### src/rtl/mic1_datapath_regs.sv
// MIC-1 register bank around the ALU/shifter: A/B bus drive, C-bus write-back,
// ALU flag latches and the registered memory read/write/fetch interface.
module mic1_datapath_regs #(
    parameter int                    DATA_WIDTH = 32,
    parameter logic [DATA_WIDTH-1:0] PC_RESET   = '0,
    parameter logic [DATA_WIDTH-1:0] SP_RESET   = '0
) (
    input  logic                  clk,
    input  logic                  reset,
    input  logic [DATA_WIDTH-1:0] c_bus,
    input  logic [8:0]            c_enable,
    input  logic [3:0]            b_select,
    input  logic                  alu_n,
    input  logic                  alu_z,
    input  logic                  mem_read,
    input  logic                  mem_write,
    input  logic                  fetch,
    input  logic [DATA_WIDTH-1:0] mem_rdata,
    input  logic [7:0]            mem_fetch_data,
    output logic [DATA_WIDTH-1:0] a_bus,
    output logic [DATA_WIDTH-1:0] b_bus,
    output logic                  n_flag,
    output logic                  z_flag,
    output logic [DATA_WIDTH-1:0] mem_addr,
    output logic [DATA_WIDTH-1:0] mem_wdata,
    output logic                  mem_rd_en,
    output logic                  mem_wr_en,
    output logic [DATA_WIDTH-1:0] fetch_addr,
    output logic                  fetch_en
);

    // Register indices follow the c_enable bit positions.
    localparam int NREG    = 9;
    localparam int IDX_MAR = 0;
    localparam int IDX_MDR = 1;
    localparam int IDX_PC  = 2;
    localparam int IDX_SP  = 3;
    localparam int IDX_LV  = 4;
    localparam int IDX_CPP = 5;
    localparam int IDX_TOS = 6;
    localparam int IDX_OPC = 7;
    localparam int IDX_H   = 8;

    logic [NREG-1:0][DATA_WIDTH-1:0] regs_q, regs_d;
    logic [7:0]                      mbr_q, mbr_d;
    logic                            n_q, n_d, z_q, z_d;
    logic                            rd_en_q, rd_en_d, wr_en_q, wr_en_d, fetch_en_q, fetch_en_d;

    always_comb begin
        regs_d = regs_q;
        for (int i = 0; i < NREG; i++) begin
            if (c_enable[i]) begin
                regs_d[i] = c_bus;
            end
        end
        // A completing memory read takes MDR over any C-bus write in the same cycle.
        if (rd_en_q) begin
            regs_d[IDX_MDR] = mem_rdata;
        end
        mbr_d      = fetch_en_q ? mem_fetch_data : mbr_q;
        n_d        = alu_n;
        z_d        = alu_z;
        rd_en_d    = mem_read;
        wr_en_d    = mem_write;
        fetch_en_d = fetch;
    end

    always_ff @(posedge clk) begin
        if (reset) begin
            regs_q          <= '0;
            regs_q[IDX_PC]  <= PC_RESET;
            regs_q[IDX_SP]  <= SP_RESET;
            mbr_q           <= '0;
            n_q             <= 1'b0;
            z_q             <= 1'b0;
            rd_en_q         <= 1'b0;
            wr_en_q         <= 1'b0;
            fetch_en_q      <= 1'b0;
        end else begin
            regs_q     <= regs_d;
            mbr_q      <= mbr_d;
            n_q        <= n_d;
            z_q        <= z_d;
            rd_en_q    <= rd_en_d;
            wr_en_q    <= wr_en_d;
            fetch_en_q <= fetch_en_d;
        end
    end

    always_comb begin
        b_bus = '0;
        case (b_select)
            4'd0:    b_bus = regs_q[IDX_MDR];
            4'd1:    b_bus = regs_q[IDX_PC];
            4'd2:    b_bus = {{(DATA_WIDTH-8){mbr_q[7]}}, mbr_q};
            4'd3:    b_bus = {{(DATA_WIDTH-8){1'b0}}, mbr_q};
            4'd4:    b_bus = regs_q[IDX_SP];
            4'd5:    b_bus = regs_q[IDX_LV];
            4'd6:    b_bus = regs_q[IDX_CPP];
            4'd7:    b_bus = regs_q[IDX_TOS];
            4'd8:    b_bus = regs_q[IDX_OPC];
            default: b_bus = '0;
        endcase
    end

    assign a_bus      = regs_q[IDX_H];
    assign n_flag     = n_q;
    assign z_flag     = z_q;
    assign mem_addr   = regs_q[IDX_MAR];
    assign mem_wdata  = regs_q[IDX_MDR];
    assign fetch_addr = regs_q[IDX_PC];
    assign mem_rd_en  = rd_en_q;
    assign mem_wr_en  = wr_en_q;
    assign fetch_en   = fetch_en_q;

endmodule
### config.mk
export PLATFORM = sky130hd
export DESIGN_NAME = mic1_datapath_regs
export DESIGN_NICKNAME = d
export VERILOG_FILES = /design/src/rtl/mic1_datapath_regs.sv
export SDC_FILE = /design/constraint.sdc
export NUM_CORES = 1
export LEC_CHECK = 0
export CORE_ASPECT_RATIO = 0.7
export CORE_MARGIN = 4
export CORE_UTILIZATION = 53
export DETAILED_ROUTE_END_ITERATION = 8
export PLACE_DENSITY = 0.79
export SKIP_LAST_GASP = 1
export SLEW_MARGIN = 20
export SYNTH_ARGS = -nofsm -noshare
export SYNTH_HDL_FRONTEND = slang
export SYNTH_SLANG_ARGS = --single-unit
### constraint.sdc
create_clock -name clk -period 2.14 [get_ports clk]
set_input_delay 0.428 -clock clk [delete_from_list [all_inputs] [get_ports clk]]
set_output_delay 0.428 -clock clk [all_outputs]
set_load 0.02 [all_outputs]
* After elaboration in Yosys (flattened, before gate mapping)
Cells that the tools add are included.
** Cells by class
- Eq/ne operators :: 8
- Multiplexer cells :: 3
- Reduce and logical (&&, ||, !) cells :: 2
** Operator list (number)
- 32-bit case mux with 9 select lines :: 1
- 32-bit two-way mux :: 2
- 4-bit by 3-bit == test with 1-bit output (second input constant) :: 4
- 4-bit by 2-bit == test with 1-bit output (second input constant) :: 2
- 4-bit by 1-bit == test with 1-bit output (second input constant) :: 1
- 4-bit == test (second input constant) :: 1
- 4-bit zero test :: 1
- 2-bit nonzero test :: 1
** Storage, ports and cells
- Register bits after elaboration :: 301
- Bits of input ports :: 92

* Depth between registers and ports, before layout
Gate-level depths: netlist of the first run.
- Word-level depth :: 2
- Mapped depth :: 7
- Depth with buffers taken out :: 4

* Worst setup path after synthesis of the first run
No wires, ideal clock.
- Kind :: input -> output
- From :: input b_select[3]
- To :: output b_bus[11]
- Data arrival time :: 1569 ps
- Path slack :: 143 ps
- Stages :: 6
- Path buffers :: 2
- Cells stage by stage :: buf_6 > nand2b_1 > buf_2 > nor2_1 > a22oi_1 > o221ai_1
** On the way
- Longest elaborated chain between the ends :: 2
** Ends and longest elaborated chain
- start, declared :: RTL line 12 : input logic [3:0] b_select,
- 4-bit == test, or another cell as far along :: RTL line 92 : case (b_select)
- 32-bit case mux with 9 select lines (*) :: RTL line 92
- end, declared :: RTL line 21 : output logic [DATA_WIDTH-1:0] b_bus,
Every way passes the cells marked *; elsewhere a longest branch is shown, timed or not.

* Worst setup path in the final report of the first run
- From :: register mbr_q[7]
- To :: output b_bus[14]
** On the way
- Longest elaborated chain between the ends :: 1
** Ends and longest elaborated chain
- start, declared :: RTL line 45 : logic [7:0] mbr_q, mbr_d;
- start signal, assigned :: RTL line 81 : mbr_q <= mbr_d;
- 32-bit case mux with 9 select lines :: RTL line 92
Every way passes these cells.

==> flow_metrics.env, run 1 <==
export IMPL_status="finished with violations"
export IMPL_violations_in_the_final_reports="setup timing"
export IMPL_cp_common_cell="buf_6"
export IMPL_timing_final_ws_setup_ps=-182
export IMPL_synth_distinct_cells=53
export IMPL_gpl_final_weighted_congestion=0.842
export IMPL_synth_top_cells_by_count="nor2_1, mux2i_1, dfxtp_1"
export IMPL_final_design_area_no_fill_um2=17500
export IMPL_met3RoutedLength_mm=3.29
export IMPL_die_width_um=202
export IMPL_core_area_um2=25700
export IMPL_synth_edff_count=0
export IMPL_finalCritPeriodShare=1.08
export IMPL_yosysWarningCount=0
export IMPL_yosys_area_top_type_share=0.433
export IMPL_num_fill_cells=1977
export IMPL_critical_path_arrival_ps=1890
export IMPL_maxUsedRoutingLayer="met4"
export IMPL_global_route_wire_length_before_repair_mm=63.0
export IMPL_max_clock_path_buffers=3
export IMPL_r2r_start="mem_rd_en$_SDFF_PP0_"
export IMPL_chipHeight_um=144
export IMPL_port_buffers=256
export IMPL_fmaxAchievable_mhz=431
export IMPL_rsz0062_at_grt="yes"
export IMPL_worst_slew_margin_rel=0.501
export IMPL_cts_root_buf="clkbuf_16"
export IMPL_wl_mm=40.7
export IMPL_totalPowerFinal_mw=14.1
export IMPL_period_needed_ps=2320
export IMPL_clock_insertion_delay_worst_skew_ps=540
export IMPL_tritoncts="built"
export IMPL_critPathRequiredTime_ps=1710
export IMPL_ant_nets=0
export IMPL_synth_avg_cell_area_um2=9.39
export IMPL_syn_cell_area_um2=13900
export IMPL_grt_overflow=0
export IMPL_largest_net_degree_at_the_start_of_global_routing=65
export IMPL_io_pins=257
export IMPL_route_detailed_drc=0
export IMPL_timing_critical_path_fanout_max=8
export IMPL_critical_path_class="register to primary output"
export IMPL_hold_class="input port to register"
export IMPL_finalClockSkew_ps=15.6
export IMPL_floorplan_die_area_um2=28900
export IMPL_dr_total_vias=10900
export IMPL_tritoncts_num_buffers=29
export IMPL_ir_drop_mv=0.681
export IMPL_hold_slack_ps=274
export IMPL_post_synth_top_area_cell="dfxtp_1"
export IMPL_setup_viols_final=26
export IMPL_n_antenna_cell=0
export IMPL_synth_cells=1481
export IMPL_clkTransAtPathRegs_ps=60
export IMPL_slew_at_the_pin_closest_to_its_max_slew_limit_ps=748
export IMPL_critical_path_startpoint_type="register"
export IMPL_end_kind="primary output"
export IMPL_syn_num_nets=1573
export IMPL_nets=1694
export IMPL_placement_cell_area_um2=16200
export IMPL_crit_path_cell_trace="nor2b_4, and2_4, buf_8, buf_6, a21oi_2, o221ai_2, buf_6"
export IMPL_critPathSlowestCell="dfxtp_2"
export IMPL_area_sequential_um2=6030
export IMPL_area_growth_pct=26.2
export IMPL_multi_input_area_um2=6410
export IMPL_min_from="reset"
export IMPL_synthFlopType="dfxtp_1"
export IMPL_row_count=49
export IMPL_synth_top_cells_by_area="dfxtp_1, mux2i_1, nor2_1"
export IMPL_global_route_total_usage_across_every_layer=0.270
export IMPL_cell_with_the_most_instances_after_synthesis="nor2_1"
export IMPL_vias_in_the_first_global_route=11000
export IMPL_power_leakage_nw=7.71
export IMPL_asyncSetResetFlopFracSynth=0
export IMPL_finalHoldViolations=0
export IMPL_effective_utilization_at_floorplan=0.540
export IMPL_detail_route_iter0_violations=775
export IMPL_synth_ff_latch_count=301
export IMPL_maxSlewViolCount=0
export IMPL_cts_sinks=301
export IMPL_met1Wirelength_mm=18.2
export IMPL_timing_max_cap_violations=0
export IMPL_viasPerCell=5.58
export IMPL_setup_worst_path_start="mbr_q[7]$_SDFFE_PP0P_"
export IMPL_dr_wl_met2_mm=18.1
export IMPL_drt_pass1_iterations=6
export IMPL_grt_antenna_before_repair=0
export IMPL_dp_hpwl_mm=26.6
export IMPL_power_density_cell_area_nw_per_um2=802
export IMPL_seq_area_frac_synth=0.433
export IMPL_proportion_of_layout_cells_with_a_drive_suffix_above_1=0.158
export IMPL_cts_hold_repair_buffers=0
export IMPL_critical_path_max_stage_delay_ps=340
export IMPL_ctsHtreeMaxLevel=1
export IMPL_routed_length_per_instance_um=20.8
[what timing repair did]
item | in CTS | in global routing
pin swaps | 16 | 5
setup endpoints to repair | 32 | 30
resized for setup | 223 | 30
setup buffers | 4 | 6
hold endpoints to repair | 0 | 0
[flip-flops by register name (all words and copies together) (netlist names)]
register	flops
a_bus	32
fetch_addr	32
fetch_en	1
mbr_q	8
mem_addr	32
mem_rd_en	1
mem_wdata	32
mem_wr_en	1
n_flag	1
regs_q	160
z_flag	1
[worst paths after layout]
path / to / slack (ps) / cells after the start
hold reg to reg: a_bus[17]$_SDFFE_PP0P_ / 490 / 2
setup reg to reg: mem_wdata[13]$_SDFFE_PP0P_ / 700 / 4
setup / recovery: b_bus[14] / -180 / 7
hold / removal: a_bus[4]$_SDFFE_PP0P_ / 270 / 2
[final cells by class]
type	instances	share of cell area
inverter	2	0.000428
clock buffer	39	0.0469
tap	331	0.0236
timing repair buffer	359	0.207
sequential	301	0.344
multi-input combinational	909	0.365
clock inverter	13	0.0124
[routing by layer]
layer,track usage,vias to the layer above
met5,0,-
met2,0.436,427
li1,-,5158
met4,0.0751,0
met3,0.0681,74
met1,0.364,5252
[per-stage QoR]
step / setup TNS [ps] / util / cells / setup WS [ps]
final: -3190 / 0.681 / 1954 / -182
after global routing: -4410 / 0.681 / 1954 / -213
after CTS: -3190 / 0.675 / 1948 / -170
after detailed placement: -29050 / 0.629 / 1892 / -986
after global placement: -28550 / 0.629 / 1892 / -977
after floorplan: 0 / - / 1481 / 143
[cell usage in the layout (no fill, tap or decap), types with 7 or more instances in the layout]
cell type        count
buf_6               25
o22ai_1              9
mux2_2               7
a21oi_1             49
o22a_1               8
buf_4               81
buf_12              26
buf_2               13
mux2i_1            331
o211ai_1            11
or3_1                8
a21oi_2             11
nor2_1             343
a22oi_1             19
a22o_1              16
nand2_1             18
o221ai_2             7
dfxtp_1            297
clkdlybuf4s50_1    210
clkbuf_16           29
[logic make-up (layout without fill, tap and decap cells)]
kind of cell,count (synthesis),after routing,share of synthesized area
flops,301,301,0.433
simple gates,408,408,0.122
mux,340,340,0.245
compound gates,161,161,0.0804
buf+inv,271,413,0.118
[critical path, delay by kind of cell, from the launching register on]
kind / cells / cell delay [ps]
DFF: 1 / 340
AOI/OAI and AO/OA: 2 / 210
and+or+nand+nor: 2 / 410
buffers and inverters: 3 / 390
[where the power goes]
| part | internal (mW) | leakage, nW | switching (mW) |
|---|---|---|---|
| Combinational | 1.09 | 4.71 | 1.22 |
| Clock | 3.41 | 0.514 | 2.19 |
| Sequential | 5.95 | 2.49 | 0.219 |
No activity file was read; power rests on OpenSTA's default activity.
==> run 2, diff against run 1 <==
--- a/config.mk
+++ b/config.mk
@@ -9,7 +9,7 @@
 export CORE_MARGIN = 4
 export CORE_UTILIZATION = 53
 export DETAILED_ROUTE_END_ITERATION = 8
-export PLACE_DENSITY = 0.79
+export PLACE_DENSITY = 0.86
 export SKIP_LAST_GASP = 1
 export SLEW_MARGIN = 20
 export SYNTH_ARGS = -nofsm -noshare
==> run 2 against run 1 <==
Compared with the run above: the flow still finishes with violations (setup timing); cell count is 0.41% higher; via count is 2.3% higher; count of clock-buffer cells in the layout is 2 lower; cell area is 0.28% higher; register-to-register slack hardly changed; sequential power hardly changed; largest cell class unchanged.
==> flow_metrics.env, run 2 (synthesis gave the netlist of run 1 again) <==
export IMPL_status="finished with violations"
export IMPL_violations_in_the_final_reports="setup timing"
export IMPL_gpl_final_weighted_congestion=0.881
export IMPL_tritoncts="built"
export IMPL_area_growth_pct=26.5
export IMPL_timing_final_ws_setup_ps=-186
export IMPL_placement_cell_area_um2=16200
export IMPL_max_flop_register="regs_q"
export IMPL_vias_in_the_first_global_route=11000
export IMPL_cts_sinks=301
export IMPL_chipHeight_um=144
export IMPL_max_clock_path_buffers=3
export IMPL_maxSlewViolCount=0
export IMPL_critPathRequiredTime_ps=1710
export IMPL_cts_hold_repair_buffers=0
export IMPL_final_design_area_no_fill_um2=17600
export IMPL_wl_mm=41.2
export IMPL_drt_pass1_iterations=7
export IMPL_setup_viols_final=27
export IMPL_min_from="reset"
export IMPL_worst_slew_margin_rel=0.512
export IMPL_critical_path_max_stage_delay_ps=350
export IMPL_ir_drop_mv=0.592
export IMPL_critical_path_startpoint_type="register"
export IMPL_detail_route_iter0_violations=866
export IMPL_largest_register_ff_count=160
export IMPL_largest_net_degree_at_the_start_of_global_routing=68
export IMPL_critical_path_arrival_ps=1900
export IMPL_hold_slack_ps=254
export IMPL_placed_cells_incl_taps=1899
export IMPL_mostFrequentLayoutCell="nor2_1"
export IMPL_rsz0062_at_grt="yes"
export IMPL_setup_worst_path_start="mbr_q[7]$_SDFFE_PP0P_"
export IMPL_cts_root_buf="clkbuf_16"
export IMPL_power_leakage_nw=7.75
export IMPL_critical_path_class="register to primary output"
export IMPL_timing_critical_path_fanout_max=7
export IMPL_tritoncts_num_buffers=29
export IMPL_fmaxAchievable_mhz=430
export IMPL_final_cell_mix="nor2_1, mux2i_1, dfxtp_1"
export IMPL_ctsHtreeMaxLevel=1
export IMPL_critPathSlowestCell="dfxtp_2"
export IMPL_ant_nets=0
export IMPL_core_area_um2=25700
export IMPL_die_width_um=202
export IMPL_viasPerCell=5.69
export IMPL_dp_hpwl_mm=27.1
export IMPL_dr_total_vias=11200
export IMPL_finish_cell_count_without_fillers=1962
export IMPL_global_route_total_usage_across_every_layer=0.269
export IMPL_hold_class="input port to register"
export IMPL_end_kind="primary output"
export IMPL_io_pins=257
export IMPL_period_needed_ps=2330
export IMPL_crit_path_cell_trace="nor2b_4, and2_4, buf_6, a21oi_1, o211ai_1, buf_4"
export IMPL_finalClockSkew_ps=11.3
export IMPL_r2r_start="mem_rd_en$_SDFF_PP0_"
export IMPL_finalHoldViolations=0
export IMPL_slew_at_the_pin_closest_to_its_max_slew_limit_ps=732
export IMPL_power_density_cell_area_nw_per_um2=796
export IMPL_nets=1702
export IMPL_effective_utilization_at_floorplan=0.540
export IMPL_floorplan_die_area_um2=28900
export IMPL_timing_max_cap_violations=0
export IMPL_post_route_util=0.683
export IMPL_port_buffers=256
export IMPL_clkTransAtPathRegs_ps=70
export IMPL_finalCritPeriodShare=1.09
export IMPL_proportion_of_layout_cells_with_a_drive_suffix_above_1=0.161
export IMPL_clock_insertion_delay_worst_skew_ps=540
export IMPL_n_antenna_cell=0
export IMPL_grt_antenna_before_repair=0
export IMPL_row_count=49
export IMPL_global_route_wire_length_before_repair_mm=62.5
export IMPL_routed_length_per_instance_um=21.0
export IMPL_route_detailed_drc=0
export IMPL_grt_overflow=0
[run 2: cell types whose count changed in the layout (fill, tap and decap cells not counted), sizes merged]
cell,delta
buf,+8
clkbuf,-2
clkinvlp,+2
bufinv,-1
clkinv,+1
[run 2: worst paths after layout]
check	end	slack, ps	cells past startpoint
worst max-delay path	b_bus[12]	-190	6
worst min-delay path	a_bus[4]$_SDFFE_PP0P_	250	2
worst min register to register	a_bus[7]$_SDFFE_PP0P_	490	2
worst max register to register	mem_wdata[1]$_SDFFE_PP0P_	700	4
[run 2: report_power, final]
part / switching, mW / total [mW] / internal, mW
Sequential: 0.220 / 6.17 / 5.95
Clock: 2.21 / 5.51 / 3.29
Combinational: 1.24 / 2.34 / 1.10
[run 2: per-stage QoR]
stage                     total power [mW]  setup slack [ps]  setup TNS (ps)
after detailed placement              8.52              -994          -26910
final                                 14.0              -186           -3330
after global placement                8.45              -954          -25490
after global routing                  14.5              -217           -4410
after CTS                             14.0              -169           -2870
after floorplan                       7.70               143               0
[run 2: final cells by class]
| type | count | area (um2) |
|---|---|---|
| inverters | 2 | 7.51 |
| repair buffers | 367 | 3700 |
| flip-flops and latches | 301 | 6040 |
| fillers | 1915 | 8160 |
| multi-input cells | 909 | 6400 |
| clock inverters | 15 | 215 |
| clock buffers | 37 | 816 |
| well taps | 331 | 414 |
[run 2: timing repair]
action                                  CTS  global route
setup buffers                             9             2
gates resized for setup                 206            30
endpoints found under the setup margin   32            32
pin swaps                                20            12
[run 2: metal layers]
| layer | share of wire | up-vias | track usage |
|---|---|---|---|
| li1 | - | 5181 | - |
| met1 | 0.44 | 5383 | 0.360 |
| met2 | 0.46 | 506 | 0.443 |
| met3 | 0.083 | 91 | 0.0704 |
| met4 | 0.024 | 0 | 0.0636 |
| met5 | 0 | - | 0 |
[run 2: critical path: cells and delay by family (launching register included)]
| kind | cells | cell delay, ps |
|---|---|---|
| AND/OR/NAND/NOR | 2 | 390 |
| buffers and inverters | 2 | 330 |
| flip-flops | 1 | 350 |
| AO/OA/AOI/OAI | 2 | 280 |
